--- src/rtl/speed_ctrl_filt_pkg.sv ---
// Shared ADPCM package for the speed-control filter: widths, shift constants,
// AX threshold, sequencer states and the DMS/DML update helpers.
package speed_ctrl_filt_pkg;

  localparam int unsigned FI_W      = 3;
  localparam int unsigned DMS_W     = 12;
  localparam int unsigned DML_W     = 14;
  localparam int unsigned Y_W       = 13;
  localparam int unsigned DMS_SHIFT = 5;
  localparam int unsigned DML_SHIFT = 7;

  localparam logic [Y_W-1:0] Y_THR = 13'd1536;

  typedef enum logic {
    ST_IDLE   = 1'b0,
    ST_UPDATE = 1'b1
  } state_e;

  // Arithmetic shift of the signed difference floors toward minus infinity;
  // the sum keeps only the register width, so overflow wraps.
  function automatic logic [DMS_W-1:0] dms_next(input logic [DMS_W-1:0] dms,
                                                input logic [FI_W-1:0]  fi);
    logic signed [12:0] dif;
    logic signed [12:0] step;
    dif  = $signed({1'b0, fi, 9'd0}) - $signed({1'b0, dms});
    step = dif >>> DMS_SHIFT;
    return dms + step[DMS_W-1:0];
  endfunction

  function automatic logic [DML_W-1:0] dml_next(input logic [DML_W-1:0] dml,
                                                input logic [FI_W-1:0]  fi);
    logic signed [14:0] dif;
    logic signed [14:0] step;
    dif  = $signed({1'b0, fi, 11'd0}) - $signed({1'b0, dml});
    step = dif >>> DML_SHIFT;
    return dml + step[DML_W-1:0];
  endfunction

endpackage

--- src/rtl/speed_ctrl_filt_ax.sv ---
// speed_ctrl_ax: second pipeline stage computing the registered AX speed-control
// indication from one DMS/DML update and the Y/TDP captured with it.
module speed_ctrl_ax
  import speed_ctrl_filt_pkg::*;
(
  input  logic             clk_i,
  input  logic             rst_i,
  input  logic             valid_i,
  input  logic [DMS_W-1:0] dms_i,
  input  logic [DML_W-1:0] dml_i,
  input  logic [Y_W-1:0]   y_i,
  input  logic             tdp_i,
  output logic             ax_o,
  output logic             ax_valid_o
);

  logic [14:0] dif_s;
  logic [14:0] difm_s;
  logic        ax_d;
  logic        ax_q;
  logic        ax_valid_q;

  // AX drops to 0 only for a large scale factor, a settled short/long average and no tone
  always_comb begin
    dif_s  = {1'b0, dms_i, 2'b00} - {1'b0, dml_i};
    difm_s = dif_s[14] ? (15'd0 - dif_s) : dif_s;
    if ((y_i >= Y_THR) && (difm_s < {4'b0000, dml_i[DML_W-1:3]}) && !tdp_i) begin
      ax_d = 1'b0;
    end else begin
      ax_d = 1'b1;
    end
  end

  always_ff @(posedge clk_i or posedge rst_i) begin
    if (rst_i) begin
      ax_q       <= 1'b0;
      ax_valid_q <= 1'b0;
    end else begin
      ax_valid_q <= valid_i;
      if (valid_i) begin
        ax_q <= ax_d;
      end else begin
        ax_q <= ax_q;
      end
    end
  end

  assign ax_o       = ax_q;
  assign ax_valid_o = ax_valid_q;

endmodule

--- src/rtl/speed_ctrl_filt.sv ---
// speed_ctrl_filt: short/long-term averages of F(I) (DMS/DML) with a two-state
// sequencer. Optional AX stage enabled by macro SPEED_CTRL_AX_EN.
module speed_ctrl_filt
  import speed_ctrl_filt_pkg::*;
(
  input  logic             CLK,
  input  logic             RESET,
  input  logic [FI_W-1:0]  FI,
  input  logic             FI_VALID,
`ifdef SPEED_CTRL_AX_EN
  input  logic [Y_W-1:0]   Y,
  input  logic             TDP,
  output logic             AX,
  output logic             AX_VALID,
`endif
  output logic [DMS_W-1:0] DMS,
  output logic [DML_W-1:0] DML,
  output logic             DM_VALID
);

  state_e           state_q, state_d;
  logic [DMS_W-1:0] dms_q, dms_d;
  logic [DML_W-1:0] dml_q, dml_d;

  // Sequencer next state and filter updates on accepted samples
  always_comb begin
    state_d = state_q;
    dms_d   = dms_q;
    dml_d   = dml_q;
    case (state_q)
      ST_IDLE: begin
        if (FI_VALID) state_d = ST_UPDATE;
        else          state_d = ST_IDLE;
      end
      ST_UPDATE: begin
        if (FI_VALID) state_d = ST_UPDATE;
        else          state_d = ST_IDLE;
      end
      default: state_d = ST_IDLE;
    endcase
    if (FI_VALID) begin
      dms_d = dms_next(dms_q, FI);
      dml_d = dml_next(dml_q, FI);
    end else begin
      dms_d = dms_q;
      dml_d = dml_q;
    end
  end

  always_ff @(posedge CLK or posedge RESET) begin
    if (RESET) begin
      state_q <= ST_IDLE;
      dms_q   <= 12'd0;
      dml_q   <= 14'd0;
    end else begin
      state_q <= state_d;
      dms_q   <= dms_d;
      dml_q   <= dml_d;
    end
  end

  assign DMS      = dms_q;
  assign DML      = dml_q;
  assign DM_VALID = (state_q == ST_UPDATE);

`ifdef SPEED_CTRL_AX_EN
  logic [Y_W-1:0] y_q;
  logic           tdp_q;

  // Y/TDP travel alongside the DMS/DML update made at the same edge
  always_ff @(posedge CLK or posedge RESET) begin
    if (RESET) begin
      y_q   <= 13'd0;
      tdp_q <= 1'b0;
    end else if (FI_VALID) begin
      y_q   <= Y;
      tdp_q <= TDP;
    end else begin
      y_q   <= y_q;
      tdp_q <= tdp_q;
    end
  end

  speed_ctrl_ax u_ax (
    .clk_i      (CLK),
    .rst_i      (RESET),
    .valid_i    (DM_VALID),
    .dms_i      (dms_q),
    .dml_i      (dml_q),
    .y_i        (y_q),
    .tdp_i      (tdp_q),
    .ax_o       (AX),
    .ax_valid_o (AX_VALID)
  );
`endif

endmodule

--- config.mk ---
export PLATFORM = sky130hd
export DESIGN_NAME = speed_ctrl_filt
export DESIGN_NICKNAME = d
export VERILOG_FILES = /design/src/rtl/speed_ctrl_filt_pkg.sv /design/src/rtl/speed_ctrl_filt_ax.sv /design/src/rtl/speed_ctrl_filt.sv
export SDC_FILE = /design/constraint.sdc
export NUM_CORES = 1
export LEC_CHECK = 0
export ABC_AREA = 1
export CORE_MARGIN = 4
export CORE_UTILIZATION = 61
export CTS_CLUSTER_DIAMETER = 40
export DETAILED_ROUTE_END_ITERATION = 8
export GPL_ROUTABILITY_DRIVEN = 1
export PLACE_DENSITY = 0.87
export SYNTH_ARGS = -nofsm -noshare
export SYNTH_HDL_FRONTEND = slang
export SYNTH_SLANG_ARGS = --single-unit
--- constraint.sdc ---
create_clock -name CLK -period 5.5 [get_ports CLK]
set_input_delay 1.65 -clock CLK [delete_from_list [all_inputs] [get_ports CLK]]
set_output_delay 1.65 -clock CLK [all_outputs]
set_load 0.005 [all_outputs]
==> out/results.ini <==
[clock_network]
post_cts_buffers=0
cts_max_level=1
clk_pin_slew_ns=0.11
cts_hold_buf=0
root_buffer=clkbuf_8
clk_latency_ns=0.29
cts_buffer_depth=2
tritoncts=done
numClockSinks=27
ctsResizeCount=0
cts_buffers=3

[yosys]
synth_nets=422
synth_cell_type_count=33
syn_inst=385
synth_top_cell_by_area=dfrtp_1
ys_ff_latch=27
synth_flop_cell=dfrtp_1
yosys_warnings=0
synth.most_common_cell=nand2_1
netlist_area_sq_um=2624
synth_edf_count=0
avgSynthCellArea_sq_um=6.815
yosysSeqAreaShare=0.2575
synth_commonest_cells=nand2_1 (101), inv_1 (60), ha_1 (29), nand3_1 (28), dfrtp_1 (27)
async_reset_ff_frac=1.000
synth_area_leaders=dfrtp_1 (26%), nand2_1 (14%), ha_1 (14%)
netlist.area_leader.share=0.2575

[die]
start_util=0.6421
die_w_microns=73.59
die_area_sq_um=5415
core_area_sq_um=4086
row_count=23
io_pins=33
die_h_microns=73.59

[global_route]
grt_antenna_before_repair=0
use_met3=0.03010
overflow=0
grt_max_degree=33
use_met1=0.3652
gr-max-usage-layer=met2
grtUsageTotal=0.2600
grtUsageMet2=0.4222
grt_pass1_vias=2566
grt_pass1_wl_microns=11230

[final_layout]
postLayoutCoreUtil=0.7416
antenna_cells=0
syn_to_final_growth_pct=15.50
stdcell_area_sq_um=3030
drive_gt1_frac=0.04327
nNetsFinal=454

[sta]
hold_viol=0
whs_ns=0.5283
slew_headroom=0.2669
slew_violations=0
timing.fmax_mhz=222.1
setup-tns-final_ns=0
worstMarginPinSlew_ns=1.098
worst_clock_skew_ns=0.01136
period_minus_slack_ns=4.502
fin_crit_sh=0.8185
setup_viol=0
rsz0062_at_grt=no

[detailed_routing]
wirelength_microns=6462
vias_per_cell=5.637
wl_per_cell_microns=13.87
firstDrtPassIters=6
first_iter_violations=245
vias=2627
drc_errors=0
ant_nets=0

[run]
maxCapViolCount=0

[critical_path]
setup.worst_path.start_class=input pin
cp_max_fo=7
crit_slowest_cell=clkdlybuf4s50_1
required_ns=5.71
path_cells=clkdlybuf4s50_1 > ha_1 > nand2_1 > nor4_1 > nand3b_1 > nand2_1 > inv_1 > ha_1 > a21oi_1 > o21ai_0 > a21oi_1 > nor2_1 > nand3_1 > nand2_1 > xor2_1 > o21ai_0
reg2reg_from=DML[3]
cpPeakStageDelay_ns=0.45
rr_endpoint=DML[9]
crit_type=in -> reg
crit_top_cell=nand2_1
r2r_cells=17
arrival_ns=4.71
r2r_setup_slack_ns=2.24
crit_path_end_kind=flip-flop

[hold_path]
min_from=DML[13]
min_to=DML[13]
hold_depth=2
hold_class=reg -> reg

[placed_design]
gp_congestion=0.9603
port_buffers=32
post-dp-hpwl_microns=4998
post_dp_cell_area_sq_um=2985

[status]
run_status=finished clean

[routing by layer]
metal | part of all wire | vias to the layer above
met5 | 0 | -
met4 | 0.014 | 0
met3 | 0.076 | 16
met2 | 0.44 | 97
met1 | 0.47 | 1193
li1 | - | 1321
[cells by family after synthesis]
logic type               count (synthesis)  synth area share
adder cells (fa/ha/maj)                 31            0.1536
AO/OA/AOI/OAI                           61            0.1259
AND/OR/NAND/NOR                        182            0.3076
XOR/XNOR                                18           0.06009
buffers and inverters                   66           0.09537
flip-flops                              27            0.2575
[layout by cell type, fill, tap and decap left out, types with 2 or more instances in the layout]
| cell type | netlist | final |
|---|---|---|
| fa_1 | 2 | 2 |
| xnor2_1 | 9 | 9 |
| nand4_1 | 6 | 6 |
| a21oi_1 | 23 | 23 |
| xor2_1 | 9 | 9 |
| or2_2 | 3 | 3 |
| nor2_2 | 2 | 2 |
| a31oi_1 | 2 | 2 |
| o21ai_0 | 25 | 25 |
| ha_1 | 29 | 29 |
| a221oi_1 | 2 | 2 |
| o21bai_1 | 3 | 3 |
| clkbuf_8 | 0 | 3 |
| nor4_1 | 3 | 3 |
| nand2_2 | 6 | 6 |
| nand2_1 | 101 | 101 |
| inv_1 | 60 | 60 |
| o21ai_1 | 3 | 3 |
| nand3b_1 | 3 | 3 |
| nor3_1 | 2 | 2 |
| clkdlybuf4s50_1 | 0 | 32 |
| dfrtp_1 | 27 | 27 |
| nand3_1 | 28 | 28 |
| nor2_1 | 23 | 23 |
[per-stage QoR]
step	cells	setup WS [ns]
floorplan	385	1.717
global placement	462	0.8286
detailed placement	462	0.8211
CTS	466	1.025
global route	466	0.7745
finish	466	0.9984
[worst max path at each step]
stage / from / to / slack [ns] / cells past startpoint
after floorplan: FI[2] / DML[12] / 1.72 / 15
after global placement: FI[2] / DML[12] / 0.83 / 16
after detailed placement: FI[2] / DML[12] / 0.82 / 16
after CTS: FI[2] / DML[12] / 1.02 / 16
after global routing: FI[2] / DML[12] / 0.77 / 16
final: FI[2] / DML[12] / 1.0 / 16
[critical path: cells and delay by family]
family | cells | cell delay [ns]
and+or+nand+nor | 7 | 0.86
adders and majority gates | 2 | 0.74
AOI/OAI and AO/OA | 4 | 0.73
buffers and inverters | 2 | 0.59
xor gates and xnor gates | 1 | 0.14
[sequential cells by signal, summed over array words and instances (netlist names)]
name      cells
DMS          12
DM_VALID      1
DML          14
[final cells by class]
class,instances,area (sq um)
multi-input combinational,292,1698
fill,370,1056
sequential,27,675.6
timing repair buffer,32,320.3
inverter,61,229.0
tap,50,62.56
clock buffer,4,45.04
Power is left out: the tool's default activity adds up to more than one toggle a clock period on the data nets, which glitch-free logic cannot reach.
